File: src/rtl/def_cmd_pkg.sv
// Shared definitions for the two-channel command scheduler: address window
// offsets, control register bit positions and the per-channel FSM encoding.
package def_cmd_pkg;

  localparam int NUM_CH = 2;

  // Offsets from BASE_ADDR inside the 4-address command window
  localparam logic [7:0] OFF_CH0   = 8'd0;
  localparam logic [7:0] OFF_CH1   = 8'd1;
  localparam logic [7:0] OFF_BCAST = 8'd2;
  localparam logic [7:0] OFF_CTRL  = 8'd3;

  // Control register bits
  localparam int CTRL_FLUSH_BIT   = 0;
  localparam int CTRL_OVF_CLR_BIT = 1;

  // Per-channel presenter FSM
  localparam int STATE_W = 1;
  localparam logic [STATE_W-1:0] ST_IDLE    = 1'b0;
  localparam logic [STATE_W-1:0] ST_PRESENT = 1'b1;

endpackage

File: src/rtl/def_cmd_fifo.sv
// Single-clock synchronous FIFO, DEPTH x 32, with occupancy output and a
// synchronous flush. The caller never pushes when full nor pops when empty.
module def_cmd_fifo
  import def_cmd_pkg::*;
#(
  parameter int DEPTH = 8
) (
  input  logic        clk,
  input  logic        reset,
  input  logic        push,
  input  logic        pop,
  input  logic        flush,
  input  logic [31:0] wdata,
  output logic [31:0] rdata,
  output logic [6:0]  level
);

  localparam int PTR_W = (DEPTH > 1) ? $clog2(DEPTH) : 1;

  logic [PTR_W-1:0] wr_ptr_q, wr_ptr_d;
  logic [PTR_W-1:0] rd_ptr_q, rd_ptr_d;
  logic [6:0]       cnt_q, cnt_d;
  logic [31:0]      mem_q [DEPTH];

  // Pointer and count update; pointers wrap naturally since DEPTH is a power of two
  always_comb begin
    wr_ptr_d = wr_ptr_q;
    rd_ptr_d = rd_ptr_q;
    cnt_d    = cnt_q;
    if (flush) begin
      rd_ptr_d = wr_ptr_q;
      cnt_d    = 7'd0;
    end else begin
      if (push) wr_ptr_d = wr_ptr_q + PTR_W'(1);
      if (pop)  rd_ptr_d = rd_ptr_q + PTR_W'(1);
      cnt_d = cnt_q + 7'(push) - 7'(pop);
    end
  end

  // Pointer and count registers
  always_ff @(posedge clk or posedge reset) begin
    if (reset) begin
      wr_ptr_q <= '0;
      rd_ptr_q <= '0;
      cnt_q    <= '0;
    end else begin
      wr_ptr_q <= wr_ptr_d;
      rd_ptr_q <= rd_ptr_d;
      cnt_q    <= cnt_d;
    end
  end

  // Storage array; contents need no reset because the pointers gate visibility
  always_ff @(posedge clk) begin
    if (push && !flush) mem_q[wr_ptr_q] <= wdata;
  end

  assign rdata = mem_q[rd_ptr_q];
  assign level = cnt_q;

endmodule

File: src/rtl/def_cmd_sched.sv
// Two-channel command scheduler: decodes NIOS bus writes into per-channel
// FIFOs and presents one registered word per channel to its transmitter.
// Optional feature macro: DEF_CMD_BCAST_EN enables the broadcast address.
module def_cmd_sched
  import def_cmd_pkg::*;
#(
  parameter int         DEPTH     = 8,
  parameter logic [7:0] BASE_ADDR = 8'h10
) (
  input  logic             clk,
  input  logic             reset,
  input  logic             cmd_wr,
  input  logic [7:0]       cmd_addr,
  input  logic [31:0]      cmd_data,
  output logic [1:0][31:0] cntr_data,
  output logic [1:0]       cntr_valid,
  input  logic [1:0]       cntrtr_ready,
  output logic [1:0][6:0]  fifo_level,
  output logic [1:0]       ovf
);

  localparam logic [7:0] ADDR_CH0  = BASE_ADDR + OFF_CH0;
  localparam logic [7:0] ADDR_CH1  = BASE_ADDR + OFF_CH1;
  localparam logic [7:0] ADDR_CTRL = BASE_ADDR + OFF_CTRL;

  logic [1:0]         wr_req, push, pop, full, empty, ovf_set;
  logic               bcast, ctrl_wr, flush, ovf_clr;
  logic [1:0][31:0]   head;
  logic [1:0][6:0]    level;
  logic [1:0][31:0]   data_q, data_d;
  logic [1:0]         ovf_q, ovf_d;
  logic [STATE_W-1:0] state_q [NUM_CH];
  logic [STATE_W-1:0] state_d [NUM_CH];

  // Address decode; broadcast hardware only exists when the feature is enabled
  always_comb begin
`ifdef DEF_CMD_BCAST_EN
    bcast = cmd_wr && (cmd_addr == (BASE_ADDR + OFF_BCAST));
`else
    bcast = 1'b0;
`endif
    ctrl_wr   = cmd_wr && (cmd_addr == ADDR_CTRL);
    flush     = ctrl_wr && cmd_data[CTRL_FLUSH_BIT];
    ovf_clr   = ctrl_wr && cmd_data[CTRL_OVF_CLR_BIT];
    wr_req[0] = (cmd_wr && (cmd_addr == ADDR_CH0)) || bcast;
    wr_req[1] = (cmd_wr && (cmd_addr == ADDR_CH1)) || bcast;
  end

  // Admission uses the level at the start of the cycle, so a same-cycle pop never makes room
  always_comb begin
    for (int n = 0; n < NUM_CH; n++) begin
      full[n]    = (level[n] == 7'(DEPTH));
      empty[n]   = (level[n] == 7'd0);
      push[n]    = wr_req[n] && !full[n] && !flush;
      ovf_set[n] = wr_req[n] && full[n];
    end
    ovf_d = (ovf_q & ~{2{ovf_clr}}) | ovf_set;
  end

  // Presenter FSM per channel: load head on entry, reload back-to-back on handshake
  always_comb begin
    for (int n = 0; n < NUM_CH; n++) begin
      state_d[n] = state_q[n];
      data_d[n]  = data_q[n];
      pop[n]     = 1'b0;
      case (state_q[n])
        ST_IDLE: begin
          if (!empty[n] && !flush) begin
            pop[n]     = 1'b1;
            data_d[n]  = head[n];
            state_d[n] = ST_PRESENT;
          end
        end
        ST_PRESENT: begin
          if (cntrtr_ready[n]) begin
            if (!empty[n] && !flush) begin
              pop[n]    = 1'b1;
              data_d[n] = head[n];
            end else begin
              state_d[n] = ST_IDLE;
            end
          end
        end
        default: state_d[n] = ST_IDLE;
      endcase
    end
  end

  // Presenter and overflow registers
  always_ff @(posedge clk or posedge reset) begin
    if (reset) begin
      for (int n = 0; n < NUM_CH; n++) state_q[n] <= ST_IDLE;
      data_q <= '0;
      ovf_q  <= '0;
    end else begin
      for (int n = 0; n < NUM_CH; n++) state_q[n] <= state_d[n];
      data_q <= data_d;
      ovf_q  <= ovf_d;
    end
  end

  for (genvar g = 0; g < NUM_CH; g++) begin : g_ch
    def_cmd_fifo #(.DEPTH(DEPTH)) u_fifo (
      .clk   (clk),
      .reset (reset),
      .push  (push[g]),
      .pop   (pop[g]),
      .flush (flush),
      .wdata (cmd_data),
      .rdata (head[g]),
      .level (level[g])
    );
    assign cntr_valid[g] = (state_q[g] == ST_PRESENT);
  end

  assign cntr_data  = data_q;
  assign fifo_level = level;
  assign ovf        = ovf_q;

endmodule
File: config.mk
export PLATFORM = sky130hd
export DESIGN_NAME = def_cmd_sched
export DESIGN_NICKNAME = d
export VERILOG_FILES = /design/src/rtl/def_cmd_pkg.sv /design/src/rtl/def_cmd_fifo.sv /design/src/rtl/def_cmd_sched.sv
export SDC_FILE = /design/constraint.sdc
export NUM_CORES = 1
export LEC_CHECK = 0
export ABC_AREA = 1
export ABC_CLOCK_PERIOD_IN_PS = 3300
export BUFFER_PORTS_ARGS = -buffer_cell sky130_fd_sc_hd__buf_4
export CAP_MARGIN = 15
export CORE_ASPECT_RATIO = 0.7
export CORE_UTILIZATION = 55
export CTS_CLUSTER_SIZE = 20
export DETAILED_ROUTE_END_ITERATION = 16
export PLACE_DENSITY = 0.8
export SYNTH_ARGS = -nofsm -noshare
export SYNTH_HDL_FRONTEND = slang
export SYNTH_HIERARCHICAL = 1
export SYNTH_SLANG_ARGS = --single-unit
File: constraint.sdc
create_clock -name clk -period 3.3 [get_ports clk]
set_clock_uncertainty 0.2 [all_clocks]
set_input_delay 0 -clock clk [delete_from_list [all_inputs] [get_ports clk]]
set_output_delay 0 -clock clk [all_outputs]
set_load 0.01 [all_outputs]
==> flow_summary.json <==
{
  "powerDensity_nw_per_um2": 761,
  "syn-cell-area_um2": 24800,
  "htreeDepth": 2,
  "antenna_cells": 0,
  "layout_min_cycle_time_ns": 3.01,
  "cp-start-kind": "flip-flop",
  "routed_via_density": 5.67,
  "failed_checks": "hold timing",
  "seq_area_frac_synth_pct": 71.4,
  "detailed_place_hpwl_um": 32200,
  "final_common_cell": "edfxtp_1",
  "arrival_ns": 3.00,
  "core-area_um2": 44100,
  "avgRoutedWirePerCell_um": 19.2,
  "syn_area_per_cell_um2": 11.5,
  "vdd_drop_max_mv": 0.401,
  "synth_top_area_share_pct": 61.9,
  "pre_cts_ws_ns": 0.355,
  "drive_above_1_share_pct": 12.9,
  "hold_viol_final": 4,
  "grt_pass1_wl_um": 89000,
  "fin_hold_ws_ns": -0.0250,
  "status": "complete, but fails checks",
  "grtUsageTotal_pct": 24.6,
  "fin_crit_sh_pct": 91.1,
  "leakagePower_nw": 10.8,
  "reg2reg_slack_ns": 0.29,
  "hp-start": "cmd_addr[3]",
  "clkLatencyLatePin_ns": 0.59,
  "worstMarginPinSlew_ns": 1.18,
  "endpoint_kind": "flip-flop",
  "dieArea_um2": 46000,
  "drv_cap": 0,
  "fp.dieW_um": 256,
  "drt-pass1-iter-count": 5,
  "clk_path_buf_depth": 3,
  "worstPathRequired_ns": 3.30,
  "fin_nets": 2363,
  "synth_warnings": 6,
  "yosysTopAreaCell": "edfxtp_1",
  "syn_nets": 2218,
  "initial_core_util_pct": 56.3,
  "cts_root_buffer": "clkbuf_16",
  "globalRouteOverflowTotal": 0,
  "drc": 0,
  "r2r-start": "g_ch[1].u_fifo/level[1]",
  "wl_um": 56500,
  "layout_common_cells": "edfxtp_1, nand2_1, nor2_1",
  "antenna_found_initial": 0,
  "io_buffers": 126,
  "dr.first_iter.drc_count": 1756,
  "ys_ff_latch": 606,
  "cts_sinks": 606,
  "hold_path_depth": 8,
  "cts_setup_buffers": 0,
  "hold_path.class": "input pin to flip-flop",
  "rsz0062_at_grt": "no",
  "ant_nets": 0,
  "r2r_end": "g_ch[1].u_fifo/mem_q[3][21]",
  "fmax_ghz": 0.332,
  "clk_pin_slew_worst_paths_ns": 0.06,
  "worst_r2r_path_depth": 7,
  "syn_inst": 2153,
  "area_growth_pct": 15.2,
  "finalSetupTns_ns": 0,
  "grt_max_degree": 132,
  "cts_buffers": 54,
  "final.setup.worst_slack_ns": 0.292,
  "crit_type": "flip-flop to flip-flop",
  "final-max-slew-violation-count": 0,
  "setup_viol": 0,
  "vias": 16700,
  "max-slew-margin-rel_pct": 21.2,
  "die_height_um": 180,
  "min_to": "g_ch[1].u_fifo/level[1]",
  "cts_tree": "built",
  "gp_congestion": 0.883,
  "rows": 64,
  "grt_pass1_vias": 16300,
  "ys_types": 32,
  "ios": 127,
  "crit_fanout": 32,
  "synth_area_leaders": "edfxtp_1, dfrtp_1, nor2_1"
}
routing by layer:
metal / global-route usage [%] / part of all wire, %
met1: 34.3 / 42
met2: 40.2 / 48
met3: 4.30 / 8.3
met4: 6.90 / 2.1
met5: 0 / 0
through the flow:
stage	util, %	power [W]	hold WS [ns]	std cells	cell area (um^2)
2_1_floorplan	-	0.0136	-0.323	2153	24800
3_3_place_gp	59.9	0.0154	-0.121	2792	26400
3_5_place_dp	59.9	0.0157	-0.116	2792	26400
4_1_cts	64.9	0.0218	0.0264	2939	28600
5_1_grt	64.9	0.0230	0.0504	2938	28600
6_report	64.9	0.0218	-0.0250	2938	28600
what timing repair did:
item | CTS | global route
hold buffers | 45 | 0
resized for setup | 0 | 1
endpoints found under the hold margin | 638 | 0
endpoints found under the setup margin | 0 | 182
worst max-delay path by stage:
stage,depth (start not counted),startpoint,to
5_1_grt,20,cmd_addr[5],g_ch[1].u_fifo/level[6]
4_1_cts,12,cmd_addr[0],g_ch[1].u_fifo/mem_q[5][23]
3_3_place_gp,7,g_ch[1].u_fifo/level[1],g_ch[1].u_fifo/mem_q[3][11]
2_1_floorplan,11,cmd_addr[2],g_ch[0].u_fifo/mem_q[0][0]
6_report,7,g_ch[1].u_fifo/level[1],g_ch[1].u_fifo/mem_q[3][21]
3_5_place_dp,7,g_ch[1].u_fifo/level[1],g_ch[1].u_fifo/mem_q[7][8]
Yosys cell counts:
library cell	n
edfxtp_1	512
nor2_1	413
nand2_1	400
o21ai_1	252
o21ai_0	138
dfrtp_1	94
nand4_1	67
inv_1	62
buf_2	40
clkbuf_1	38
buf_6	25
nor2_2	21
ha_1	18
nand3_1	10
buf_1	9
a21oi_1	7
buf_4	7
and2_1	4
clkbuf_2	4
nor3_1	4
o211ai_1	4
or2_2	4
xor2_1	4
nand3_2	3
a22oi_1	2
fa_1	2
inv_2	2
nor3b_1	2
xnor2_1	2
and3_1	1
nand2_2	1
nor3_2	1
report_power, final:
part           total [W]  internal, W  switching (W)
Combinational    0.00625      0.00240        0.00385
Clock            0.00612      0.00342        0.00271
Sequential       0.00940      0.00882       0.000579
critical path, cell delays in order (launching register included):
cell and delay [ns]:
dfrtp_1 0.45, nor2_1 0.10, nand4_1 0.15, and3_1 0.24
nand2_1 0.13, inv_1 0.14, nand2_1 0.24, nor2_4 0.96
flip-flops by register name (all words and copies together) (netlist names):
| name | count |
|---|---|
| g_ch.u_fifo/rd_ptr_q | 6 |
| g_ch.u_fifo/level | 14 |
| g_ch.u_fifo/wr_ptr_q | 6 |
| cntr_data | 64 |
| ovf | 2 |
| cntr_valid | 2 |
| g_ch.u_fifo/mem_q | 512 |
area by class of cell:
type                    count  area, um^2
clock buffers              78        1540
repair buffers            212        1880
flip-flops and latches    606       17700
well taps                 594         743
clock inverters            24         203
multi-input cells        1360        6260
inverters                  64         244
fillers                  3085       15500
logic make-up after synthesis:
kind of cell	synth area share, %
flip-flops	71.4
buffers and inverters	3.91
adder cells (fa/ha/maj)	1.07
XOR/XNOR	0.212
AO/OA/AOI/OAI	8.18
AND/OR/NAND/NOR	15.3
(Power assumes the default switching activity.)
